--- config.mk ---
export PLATFORM = sky130hd
export DESIGN_NAME = unsigned_divider
export DESIGN_NICKNAME = d
export VERILOG_FILES = /design/src/rtl/unsigned_divider_pkg.sv /design/src/rtl/unsigned_divider_div_step.sv /design/src/rtl/unsigned_divider.sv
export SDC_FILE = /design/constraint.sdc
export NUM_CORES = 1
export LEC_CHECK = 0
export CORE_UTILIZATION = 50
export DETAILED_ROUTE_END_ITERATION = 10
export PLACE_DENSITY = 0.83
export SYNTH_ARGS = -nofsm -noshare
export SYNTH_HDL_FRONTEND = slang
export SYNTH_HIERARCHICAL = 1
export SYNTH_SLANG_ARGS = --single-unit
--- constraint.sdc ---
create_clock -name clk -period 4 [get_ports clk]
set_clock_uncertainty 0.2 [all_clocks]
set_input_delay 0.6 -clock clk [delete_from_list [all_inputs] [get_ports clk]]
set_output_delay 0.6 -clock clk [all_outputs]
set_load 0.01 [all_outputs]
--- src/rtl/unsigned_divider_pkg.sv ---
// unsigned_divider_pkg: shared state encoding, widths and status bit positions
package unsigned_divider_pkg;
  typedef enum logic [1:0] {IDLE, CALC, DONE} state_t;
  localparam int OPW = 4;
  localparam int CNTW = $clog2(OPW);
  localparam logic [7:0] UIO_OE_MASK = 8'h07;
  localparam int BUSY_BIT = 0;
  localparam int VALID_BIT = 1;
  localparam int DBZ_BIT = 2;
endpackage

--- src/rtl/unsigned_divider_div_step.sv ---
// div_step: one combinational restoring-division step
module div_step
  import unsigned_divider_pkg::*;
(
  input  logic [OPW:0]   r_i,
  input  logic [OPW-1:0] q_i,
  input  logic [OPW-1:0] d_i,
  output logic [OPW:0]   r_o,
  output logic [OPW-1:0] q_o
);
  logic [OPW:0] sh;
  logic ge;
  logic unused_r;
  assign unused_r = r_i[OPW];
  // shift in the next dividend bit, subtract when the divisor fits
  always_comb begin
    sh = {r_i[OPW-1:0], q_i[OPW-1]};
    ge = sh >= {1'b0, d_i};
    r_o = ge ? sh - {1'b0, d_i} : sh;
    q_o = {q_i[OPW-2:0], ge};
  end
endmodule

--- src/rtl/unsigned_divider.sv ---
// unsigned_divider: continuously sampling 4-bit sequential restoring divider
module unsigned_divider
  import unsigned_divider_pkg::*;
(
  input  logic       clk,
  input  logic       rst,
  input  logic       ena,
  input  logic [7:0] ui_in,
  output logic [7:0] uo_out,
  input  logic [7:0] uio_in,
  output logic [7:0] uio_out,
  output logic [7:0] uio_oe
);
  state_t state_q;
  logic [CNTW-1:0] cnt_q;
  logic [OPW-1:0] q_q, d_q, q_d;
  logic [OPW:0] r_q, r_d;
  logic [7:0] out_q;
  logic dbz_q, valid_q;
  logic unused;
  div_step u_step (.r_i(r_q), .q_i(q_q), .d_i(d_q), .r_o(r_d), .q_o(q_d));
  // sample in IDLE, step through CALC, publish in DONE
  always_ff @(posedge clk) begin
    if (rst) begin
      state_q <= IDLE;
      cnt_q <= '0;
      q_q <= '0;
      d_q <= '0;
      r_q <= '0;
      out_q <= '0;
      dbz_q <= 1'b0;
      valid_q <= 1'b0;
    end else begin
      valid_q <= state_q == DONE;
      case (state_q)
        IDLE: begin
          q_q <= ui_in[OPW-1:0];
          d_q <= ui_in[2*OPW-1:OPW];
          r_q <= '0;
          cnt_q <= '0;
          state_q <= CALC;
        end
        CALC: begin
          r_q <= r_d;
          q_q <= q_d;
          cnt_q <= cnt_q + 1'b1;
          if (cnt_q == CNTW'(OPW - 1)) state_q <= DONE;
        end
        DONE: begin
          out_q <= {r_q[OPW-1:0], q_q};
          dbz_q <= d_q == '0;
          state_q <= IDLE;
        end
        default: state_q <= IDLE;
      endcase
    end
  end
  // status pins
  always_comb begin
    uio_out = '0;
    uio_out[BUSY_BIT] = state_q != IDLE;
    uio_out[VALID_BIT] = valid_q;
    uio_out[DBZ_BIT] = dbz_q;
  end
  assign uo_out = out_q;
  assign uio_oe = UIO_OE_MASK;
  assign unused = &{1'b0, ena, uio_in, r_q[OPW]};
endmodule

* Yosys cells after proc, flatten, opt, wreduce, memory -nomap -nowiden
Cells that the tools add are included.
** Word-level totals
- Register bits :: 26
- Memory bits (read-only) :: 0
- RAM bits :: 0
- Input bits :: 19
- Word-level logic and storage cells :: 25
- Memories :: 0
- Latch bits :: 0
- Output and inout port bits :: 24
** Operators by class
- Div/mod/pow operators :: 0
- Muxes and demuxes :: 6
- Equal/unequal tests :: 4
- Multiply operators :: 0
- Magnitude comparators :: 1
- Reductions and logical operators :: 4
- Shift-type cells :: 0
- Bitwise gates (word level) :: 0
- Add/sub/neg operators :: 2
** Operator list (count)
- 4-bit case mux with 2 select lines :: 2
- 2-bit case mux with 2 select lines :: 2
- 5-bit by 4-bit greater-or-equal comparator with 1-bit output :: 1
- 2-bit == test (second input constant) :: 2
- 4-bit logical NOT :: 1
- 4-bit two-way mux :: 1
- 2-bit nonzero test :: 2
- 4-bit subtractor :: 1
- 2-bit by 1-bit adder with 2-bit output (second input constant) :: 1
- 2-bit by 1-bit == test with 1-bit output (second input constant) :: 1
- 2-bit logical NOT :: 1
- 2-bit two-way mux :: 1
- 2-bit != test (second input constant) :: 1

* Longest topological paths before layout
- Depth after elaboration :: 3
- Gate-level depth with buffers :: 10
- Mapped depth without buffers :: 9

* Cells and area by module
Netlist, hierarchy kept.
** By module, submodules not included
- unsigned_divider :: instances 1, cells each 136, seq. area each 540.5 sq um, area each 1154.9 sq um
- div_step :: instances 1, cells each 39, seq. area each 0.0 sq um, area each 277.8 sq um

* Worst setup path before layout
No wires, ideal clock.
- Kind :: register -> register
- From :: register q_q[3]
- To :: register r_q[4] (netlist name)
- Path slack :: 2.094 ns
- Setup time :: 0.117 ns
- Path buffers :: 0
- Data required time :: 3.683 ns
- Stages on the path, launching flop included :: 10
- Arrival time :: 1.589 ns
- Period minus slack after synthesis :: 1.906 ns
- Cell sequence :: dfxtp_1 > inv_1 > ha_1 > fa_1 > nand2b_1 > a21oi_1 > or2_2 > o21ai_0 > a22oi_1 > nor2_1
** RTL lines
- start, declared :: RTL line unsigned_divider.sv:16 : logic [OPW-1:0] q_q, d_q, q_d;
- start signal, assigned :: RTL line unsigned_divider.sv:37 : q_q <= ui_in[OPW-1:0];
- start signal, assigned :: RTL line unsigned_divider.sv:45 : q_q <= q_d;

* Worst setup path in the final report
- From :: register state_q[0]
- To :: output port uio_out[0]
** Between the ends
- Longest elaborated chain between the ends :: 1
** Ends and longest elaborated chain
- start, declared :: RTL line unsigned_divider.sv:14 : state_t state_q;
- start signal, assigned :: RTL line unsigned_divider.sv:25 : state_q <= IDLE;
- start signal, assigned :: RTL line unsigned_divider.sv:41 : state_q <= CALC;
- start signal, assigned :: RTL line unsigned_divider.sv:47 : if (cnt_q == CNTW'(OPW - 1)) state_q <= DONE;
- 2-bit nonzero test :: RTL line unsigned_divider.sv:61 : uio_out[BUSY_BIT] = state_q != IDLE;
- end, declared :: RTL line unsigned_divider.sv:11 : output logic [7:0] uio_out,
Every way passes these cells.

==> results.sh <==
export IMPL_fp_row_count=18
export IMPL_path_cells="nor2_4 -> inv_1 -> clkdlybuf4s50_1"
export IMPL_gp_congestion=0.8248
export IMPL_crit_buf_inv=2
export IMPL_crit_family="flip-flops"
export IMPL_die_x_um=54.30
export IMPL_wl_mm=2.238
export IMPL_num_nets_final=198
export IMPL_crit_path_start_kind="flop"
export IMPL_numCtsBuffers=3
export IMPL_slowest_delay_ns=0.70
export IMPL_stdcell_count=202
export IMPL_stdcell_area_mm2=0.001495
export IMPL_n_antenna_cell=0
export IMPL_r2r_start="q_q[3]"
export IMPL_setup_tns_final_ns=0
export IMPL_syn_cell_area_mm2=0.001368
export IMPL_wl_per_cell_um=11.08
export IMPL_cts_tree="yes"
export IMPL_syn_area_per_cell_um2=8.288
export IMPL_gr_total_overflow=0
export IMPL_remaining_drc_errors=0
export IMPL_period_needed_ns=2.500
export IMPL_clkTransAtPathRegs_ns=0.14
export IMPL_grt_max_degree=27
export IMPL_whs_ns=0.2693
export IMPL_clock_fmax_mhz=400.0
export IMPL_path_class="reg2out"
export IMPL_io_pins=43
export IMPL_drive_gt1_share_pct=6.395
export IMPL_multi_input_area_um2=650.6
export IMPL_powerDensity_mw_per_mm2=373.1
export IMPL_htreeDepth=1
export IMPL_postCtsHoldBufs=0
export IMPL_leakagePower_nw=0.5850
export IMPL_crit_start="state_q[0]"
export IMPL_ir_worst_vdd_mv=0.2974
export IMPL_cp_max_fo=15
export IMPL_routed_via_count=1011
export IMPL_ctsResizeCount=0
export IMPL_ff_latch_area_um2=520.5
export IMPL_dp_hpwl_mm=1.758
export IMPL_slew_headroom_pct=42.13
export IMPL_crit_required_ns=3.20
export IMPL_total_power_w=0.0005579
export IMPL_finalCritPeriodShare_pct=62.50
export IMPL_avgViaCountPerCell=5.005
export IMPL_fillers=245
export IMPL_syn_inst=165
export IMPL_die_area_mm2=0.002948
export IMPL_crit_path_end_kind="primary output"
export IMPL_syn_to_final_growth_pct=9.332
export IMPL_crit_slowest_cell="dfxtp_1"
export IMPL_setup_viol_count_final=0
export IMPL_cts_setup_buffers=0
export IMPL_ant_nets=0
export IMPL_yosys_warnings=6
export IMPL_insertion_delay_ns=0.31
export IMPL_finalMaxSlewViolations=0
export IMPL_core_area_mm2=0.002522
export IMPL_cts_sinks=26
export IMPL_arrival_ns=1.70
export IMPL_antenna_found_initial=0
export IMPL_die_height_um=54.30
export IMPL_cts_root_buf="clkbuf_4"
export IMPL_timing_hold_violations_final=0
export IMPL_dr_pass1_iters=4
export IMPL_clock_path_buffers=2
export IMPL_place_area_mm2=0.001443
export IMPL_hold_path_class="reg2reg"
export IMPL_rsz0062_at_grt="false"
export IMPL_status="finished clean"
export IMPL_drt_iter0_markers=12
export IMPL_grt_total_usage_pct=17.64
export IMPL_post_place_cells=198
export IMPL_hold_path_startpoint="uo_out[1]"
export IMPL_tightest_slew_ns=0.8653
export IMPL_grt_pass1_vias=896
export IMPL_grt_pass1_wl_mm=3.760
export IMPL_initial_core_util_pct=54.22
export IMPL_portBuffers=20
export IMPL_drv_cap=0
[layout make-up]
type | instances | share of cell area [%]
multi-input cells | 114 | 43.51
flip-flops and latches | 26 | 34.81
repair buffers | 21 | 13.89
well taps | 30 | 2.510
clock inverters | 1 | 2.008
inverters | 7 | 1.757
clock buffers | 3 | 1.506
[through the flow]
| stage | util (%) | worst slack (ns) |
|---|---|---|
| after floorplan | - | 2.180 |
| after global placement | 57.19 | 1.850 |
| after detailed placement | 57.19 | 1.840 |
| after CTS | 59.28 | 1.479 |
| after global routing | 59.28 | 1.342 |
| final | 59.28 | 1.500 |
[flip-flops by register name, indices dropped and copies added (netlist names)]
signal	cells
uo_out	8
d_q	4
q_q	4
r_q	4
cnt_q	2
state_q	2
dbz_q	1
valid_q	1
[final timing paths]
kind,endpoint,slack [ns],cells after the start
setup / recovery,uio_out[0],1.50,3
hold / removal,uo_out[1],0.27,2
setup reg to reg,r_q[2],2.00,7
hold reg to reg,uo_out[1],0.27,2
[routing by layer]
metal / up-vias / global-route usage, % / part of all wire (%)
met5: - / 0 / 0
met4: 0 / 4.701 / 0.31
met3: 2 / 5.833 / 3.4
met2: 21 / 31.10 / 52
met1: 466 / 20.20 / 44
li1: 522 / - / -
[cells in the final DEF, fill, tap and decap left out, drive strengths merged]
cell and count:
nand2 30, dfxtp 26, clkdlybuf4s50 20, a21oi 16
conb 13, nor2 13, o21ai 9, inv 7
mux2i 6, nor2b 5, a22oi 5, ha 5
nor3 3, clkbuf 3, nand2b 2, a211oi 1
and2b 1, nor4 1, bufinv 1, buf 1
nand4 1, xnor2 1, mux2 1, fa 1
[where the power goes]
group,switching [W],total [W],internal (W)
Sequential,0.0000116,0.000282,0.000270
Clock,0.0000734,0.000175,0.000101
Combinational,0.0000534,0.000102,0.0000483
Total,0.000138,0.000558,0.000419
[worst register-to-register path, cell delays in order (launching register included)]
cell and delay [ns]:
dfxtp_1 0.39, inv_1 0.07, ha_1 0.22, fa_1 0.39, xnor2_1 0.15, mux2_4 0.27
a22oi_1 0.13, nor2_1 0.06
(Power assumes the default switching activity.)
